**config.mk**
```make
export PLATFORM = sky130hd
export DESIGN_NAME = riscv_csr_arb
export DESIGN_NICKNAME = d
export VERILOG_FILES = /design/src/rtl/riscv_pkg.sv /design/src/rtl/riscv_csr_arb.sv
export SDC_FILE = /design/constraint.sdc
export NUM_CORES = 1
export LEC_CHECK = 0
export BUFFER_PORTS_ARGS = -buffer_cell sky130_fd_sc_hd__buf_4
export CAP_MARGIN = 20
export CORE_MARGIN = 2
export CORE_UTILIZATION = 44
export DETAILED_ROUTE_END_ITERATION = 8
export PLACE_DENSITY = 0.81
export SETUP_SLACK_MARGIN = 0.5
export SLEW_MARGIN = 20
export SYNTH_ARGS = -nofsm -noshare
export SYNTH_HDL_FRONTEND = slang
export SYNTH_SLANG_ARGS = --single-unit
```
**constraint.sdc**
```tcl
create_clock -name clk -period 1.93 [get_ports clk]
set_input_delay 0.386 -clock clk [delete_from_list [all_inputs] [get_ports clk]]
set_output_delay 0.386 -clock clk [all_outputs]
set_load 0.03 [all_outputs]
```
**src/rtl/riscv_pkg.sv**
```systemverilog
// Shared types and constants for the CSR port arbiter.
package riscv_pkg;

   localparam int CSR_AW           = 12;
   localparam int CSR_MAX_WAIT_DEF = 8;

   typedef enum logic [1:0] {
      IDLE,
      DBG_RD,
      DBG_WR,
      DBG_ACK
   } csr_arb_state_t;

endpackage

```
**src/rtl/riscv_csr_arb.sv**
```systemverilog
// Arbitrates the state-unit CSR port between the EX stage and the debug unit.
// EX is a combinational pass-through; debug runs read, optional write, ack.
module riscv_csr_arb
   import riscv_pkg::*;
#(
   parameter int XLEN     = 32,
   parameter int MAX_WAIT = CSR_MAX_WAIT_DEF
) (
   input  logic              clk,
   input  logic              rstn,
   input  logic              ex_csr_req,
   input  logic [11:0]       ex_csr_reg,
   input  logic              ex_csr_we,
   input  logic [XLEN-1:0]   ex_csr_wval,
   output logic [XLEN-1:0]   ex_csr_rval,
   output logic              ex_csr_stall,
   input  logic              dbg_csr_req,
   input  logic              dbg_csr_we,
   input  logic [11:0]       dbg_csr_reg,
   input  logic [XLEN-1:0]   dbg_csr_wdata,
   output logic              dbg_csr_ack,
   output logic [XLEN-1:0]   dbg_csr_rdata,
   output logic [11:0]       st_csr_reg,
   output logic              st_csr_we,
   output logic [XLEN-1:0]   st_csr_wval,
   input  logic [XLEN-1:0]   st_csr_rval
);

   localparam int WW = $clog2(MAX_WAIT + 1);

   csr_arb_state_t      state_q, state_d;
   logic                cool_q, cool_d;
   logic [WW-1:0]       wait_cnt_q, wait_cnt_d;
   logic [CSR_AW-1:0]   lreg_q, lreg_d;
   logic                lwe_q, lwe_d;
   logic [XLEN-1:0]     lwdata_q, lwdata_d;
   logic [XLEN-1:0]     rdata_q, rdata_d;
   logic                ack_q, ack_d;
   logic                at_max;
   logic                accept;
   logic                forced;
   logic                st_we_raw;

   assign at_max = (wait_cnt_q == WW'(MAX_WAIT));

   always_comb begin
      state_d      = state_q;
      cool_d       = cool_q;
      wait_cnt_d   = wait_cnt_q;
      lreg_d       = lreg_q;
      lwe_d        = lwe_q;
      lwdata_d     = lwdata_q;
      rdata_d      = rdata_q;
      ack_d        = 1'b0;
      accept       = 1'b0;
      forced       = 1'b0;
      st_csr_reg   = lreg_q;
      st_csr_wval  = lwdata_q;
      st_we_raw    = 1'b0;
      ex_csr_stall = ex_csr_req;
      ex_csr_rval  = st_csr_rval;

      unique case (state_q)
         IDLE: begin
            accept       = dbg_csr_req & ~cool_q & (~ex_csr_req | at_max);
            // A starvation-forced accept steals this cycle from EX.
            forced       = accept & ex_csr_req;
            st_csr_reg   = ex_csr_reg;
            st_csr_wval  = ex_csr_wval;
            st_we_raw    = ex_csr_req & ex_csr_we & ~forced;
            ex_csr_stall = forced;
            cool_d       = 1'b0;
            if (accept) begin
               lreg_d     = dbg_csr_reg;
               lwe_d      = dbg_csr_we;
               lwdata_d   = dbg_csr_wdata;
               wait_cnt_d = '0;
               state_d    = DBG_RD;
            end else if (!dbg_csr_req) begin
               wait_cnt_d = '0;
            end else if (ex_csr_req && !cool_q && !at_max) begin
               wait_cnt_d = wait_cnt_q + WW'(1);
            end
         end
         DBG_RD: begin
            rdata_d = st_csr_rval;
            state_d = lwe_q ? DBG_WR : DBG_ACK;
            ack_d   = ~lwe_q;
         end
         DBG_WR: begin
            st_we_raw = 1'b1;
            state_d   = DBG_ACK;
            ack_d     = 1'b1;
         end
         DBG_ACK: begin
            state_d = IDLE;
            cool_d  = 1'b1;
         end
         default: begin
            state_d = IDLE;
         end
      endcase
   end

   assign st_csr_we     = st_we_raw & rstn;
   assign dbg_csr_ack   = ack_q;
   assign dbg_csr_rdata = rdata_q;

   always_ff @(posedge clk) begin
      if (!rstn) begin
         state_q    <= IDLE;
         cool_q     <= 1'b0;
         wait_cnt_q <= '0;
         lreg_q     <= '0;
         lwe_q      <= 1'b0;
         lwdata_q   <= '0;
         rdata_q    <= '0;
         ack_q      <= 1'b0;
      end else begin
         state_q    <= state_d;
         cool_q     <= cool_d;
         wait_cnt_q <= wait_cnt_d;
         lreg_q     <= lreg_d;
         lwe_q      <= lwe_d;
         lwdata_q   <= lwdata_d;
         rdata_q    <= rdata_d;
         ack_q      <= ack_d;
      end
   end

endmodule

```
==> impl_metrics.ini <==
[finish]
antenna_cells = 0
area_growth_pct = 71.2
postLayoutCoreUtil_pct = 78.7
final_cell_area_um2 = 6930
nets = 803
layout-drive-gt1-share_pct = 56.6

[sta]
tns_ps = -5310
fin_ws_ps = -173
period_share_pct = 109
maxSlewHeadroom_pct = 75.0
clock.fmax_mhz = 475
final_max_slew_viol_count = 0
hold_viol = 0
worst_pin_slew_ps = 375
rsz0062_at_grt = true
fin_skew_ps = 7.99
finalSetupViolations = 46
period_needed_ps = 2100

[grt]
grt_first_pass_wirelength_mm = 18.5
grt_antenna_before_repair = 0
grtUsageMet2_pct = 41.3
grt_use_met1_pct = 26.1
gr-total-overflow = 0
global_route.peak_usage_layer = met2
use_met3_pct = 4.74
first_global_vias = 3900
grt_max_degree = 92
grt_usage_pct = 22.9

[critical_path]
worst_setup_path_start_kind = flop
required_ps = 1540
slowest_stage = dfxtp_2
r2r-start = state_q[0]
cp.arrival_ps = 1720
rrSetupSlack_ps = 180
crit_type = flop to output pin
cp_max_fo = 8
end_kind = output pin
r2r_cells = 9
critical_path.top_delay_family = buffers and inverters
r2r-end = lwdata_q[23]
path_cells = inv_4 > ha_4 > buf_4 > clkbuf_16 > mux2_4 > buf_6
slowest_delay_ps = 370
cp.buffers_inverters = 4

[floorplanning]
fp.dieArea_um2 = 9980
fp.dieH_um = 99.9
placementRows = 34
start_util_pct = 46.0
boundaryPins = 237
die_x_um = 99.9
coreArea_um2 = 8810

[synth]
netlist.area_leader.share_pct = 42.1
seq_area_frac_synth_pct = 42.1
synth_cells = 444
post-synth-top-count-cell = dfxtp_1
synth_flop_cell = dfxtp_1
ys_warn_count = 0
synth.net_count = 577
syn_avg_cell_area_um2 = 9.11
synth-async-reset-ratio_pct = 0
synth_commonest_cells = dfxtp_1 (85), nand3_1 (49), nand2_1 (48)
yosys.area.top_type = dfxtp_1
synth_seq_cells = 85
synth_edf_count = 0
synthTopCellsByArea = dfxtp_1 (42%), mux2_2 (12%), mux2i_1 (8.2%), nand3_1 (6.1%), buf_4 (5.9%)
syn_area_um2 = 4050
ys_types = 32

[detailed_routing]
wirelength_mm = 13.5
ant_nets = 0
first_pass_iters = 7
dr.first_iter.drc_count = 142
vias = 4099
post_drt_wl_per_cell_um = 17.2
avgViaCountPerCell = 5.23
drc = 0

[clock_tree]
clk_pin_slew_ps = 90
cts-hold-fix-buffers = 0
ctsLongestPathBuffers = 2
clkSinkCount = 85
cts_inserted_buffers = 9
root_buffer = clkbuf_8
cts_htree_levels = 3
insertion_delay_ps = 350
cts_tree = done

[placement]
gp_congestion = 0.834
place_area_um2 = 5910
post-place-ws_ps = 180
port_buffers = 236
dp_hpwl_mm = 8.17

[job]
max_cap_viol_count = 0

[power_and_ir_drop]
peakVddDrop_mv = 0.680
p_per_area_nw_per_um2 = 1330
p_total_mw = 9.20
p_leak_nw = 3.21

[hold_path]
hold_path.class = input port to flop
whs_path_depth = 3
min_to = lreg_q[1]
hold_start = dbg_csr_reg[1]

[outcome]
run_status = finished, violations left
violations = setup timing
==> placed cells by master (no fill, tap or decap), types with 2 or more instances in the layout <==
master,netlist,layout
buf_4,32,210
dfxtp_1,85,81
buf_6,6,50
nand2_1,48,47
mux2_4,0,44
o21ai_1,4,44
nand3_1,49,36
nor2_1,38,36
mux2i_1,33,33
nand3_2,0,13
clkbuf_8,0,9
buf_12,0,9
clkbuf_16,0,5
inv_1,8,4
buf_16,0,4
ha_4,0,3
ha_1,7,3
clkinvlp_4,0,3
inv_2,0,2
inv_4,0,2
and2_4,0,2
o21ai_2,0,2
a21oi_1,2,2
o31ai_2,0,2
dfxtp_4,0,2
dfxtp_2,0,2
==> registers in the layout, summed over array words and instances, names as in the netlist <==
signal,cells
lwdata_q,32
lreg_q,12
dbg_csr_rdata,32
wait_cnt_q,4
dbg_csr_ack,1
cool_q,1
lwe_q,1
state_q,2
==> timing repair <==
item                                    CTS  global route
setup buffers                             7            18
endpoints found under the setup margin   95           105
endpoints found under the hold margin     0             0
gates cloned                              5             5
resized for setup                        65            28
pin swaps                                 4             7
==> logic make-up (layout without fill, tap and decap cells) <==
group | after synthesis | in the layout | synth area share [%]
and+or+nand+nor | 142 | 142 | 15.5
DFF | 85 | 85 | 42.1
muxes | 77 | 77 | 20.4
buffers and inverters | 73 | 304 | 11.3
AOI/OAI and AO/OA | 59 | 59 | 8.29
adders and majority gates | 7 | 7 | 2.16
xor gates and xnor gates | 1 | 1 | 0.216
==> through the flow <==
stage,hold slack (ps),instances
final,253,783
after global placement,438,732
after detailed placement,445,732
after global routing,250,783
after CTS,247,760
after floorplan,428,444
==> where the power goes <==
group | total (mW) | switching, mW | internal [mW]
logic | 5.74 | 2.78 | 2.96
registers | 2.19 | 0.164 | 2.03
clock network | 1.26 | 0.661 | 0.602
total | 9.20 | 3.60 | 5.59
==> metal layers <==
layer  vias to the layer above  part of all wire, %  wire length (um)
li1                       1940                    -                 -
met1                      1953                   39              5230
met2                       175                   53              7130
met3                        31                  5.9               793
met4                         0                  2.6               346
met5                         -                    0                 0
==> tightest hold or removal path, stage by stage <==
cell and delay (ps):
buf_4 80, nand3_1 50, o21ai_1 60
==> how the worst max path moves through the flow <==
stage,slack [ps],depth (start not counted),startpoint,to
2_1_floorplan,330,5,state_q[1],st_csr_reg[0]
3_3_place_gp,220,5,state_q[1],st_csr_wval[25]
3_5_place_dp,180,5,state_q[1],st_csr_wval[28]
4_1_cts,-150,5,state_q[0],st_csr_reg[8]
5_1_grt,-210,6,state_q[1],st_csr_reg[10]
6_report,-170,6,state_q[1],st_csr_reg[10]
==> cell type report <==
class | count | area, um^2
fillers | 546 | 1880
multi-input cells | 286 | 2250
inverters | 8 | 35.0
flip-flops and latches | 85 | 1710
well taps | 108 | 135
clock inverters | 7 | 75.1
clock buffers | 9 | 124
repair buffers | 280 | 2600
Note: power is estimated with default switching activity, not from simulation.
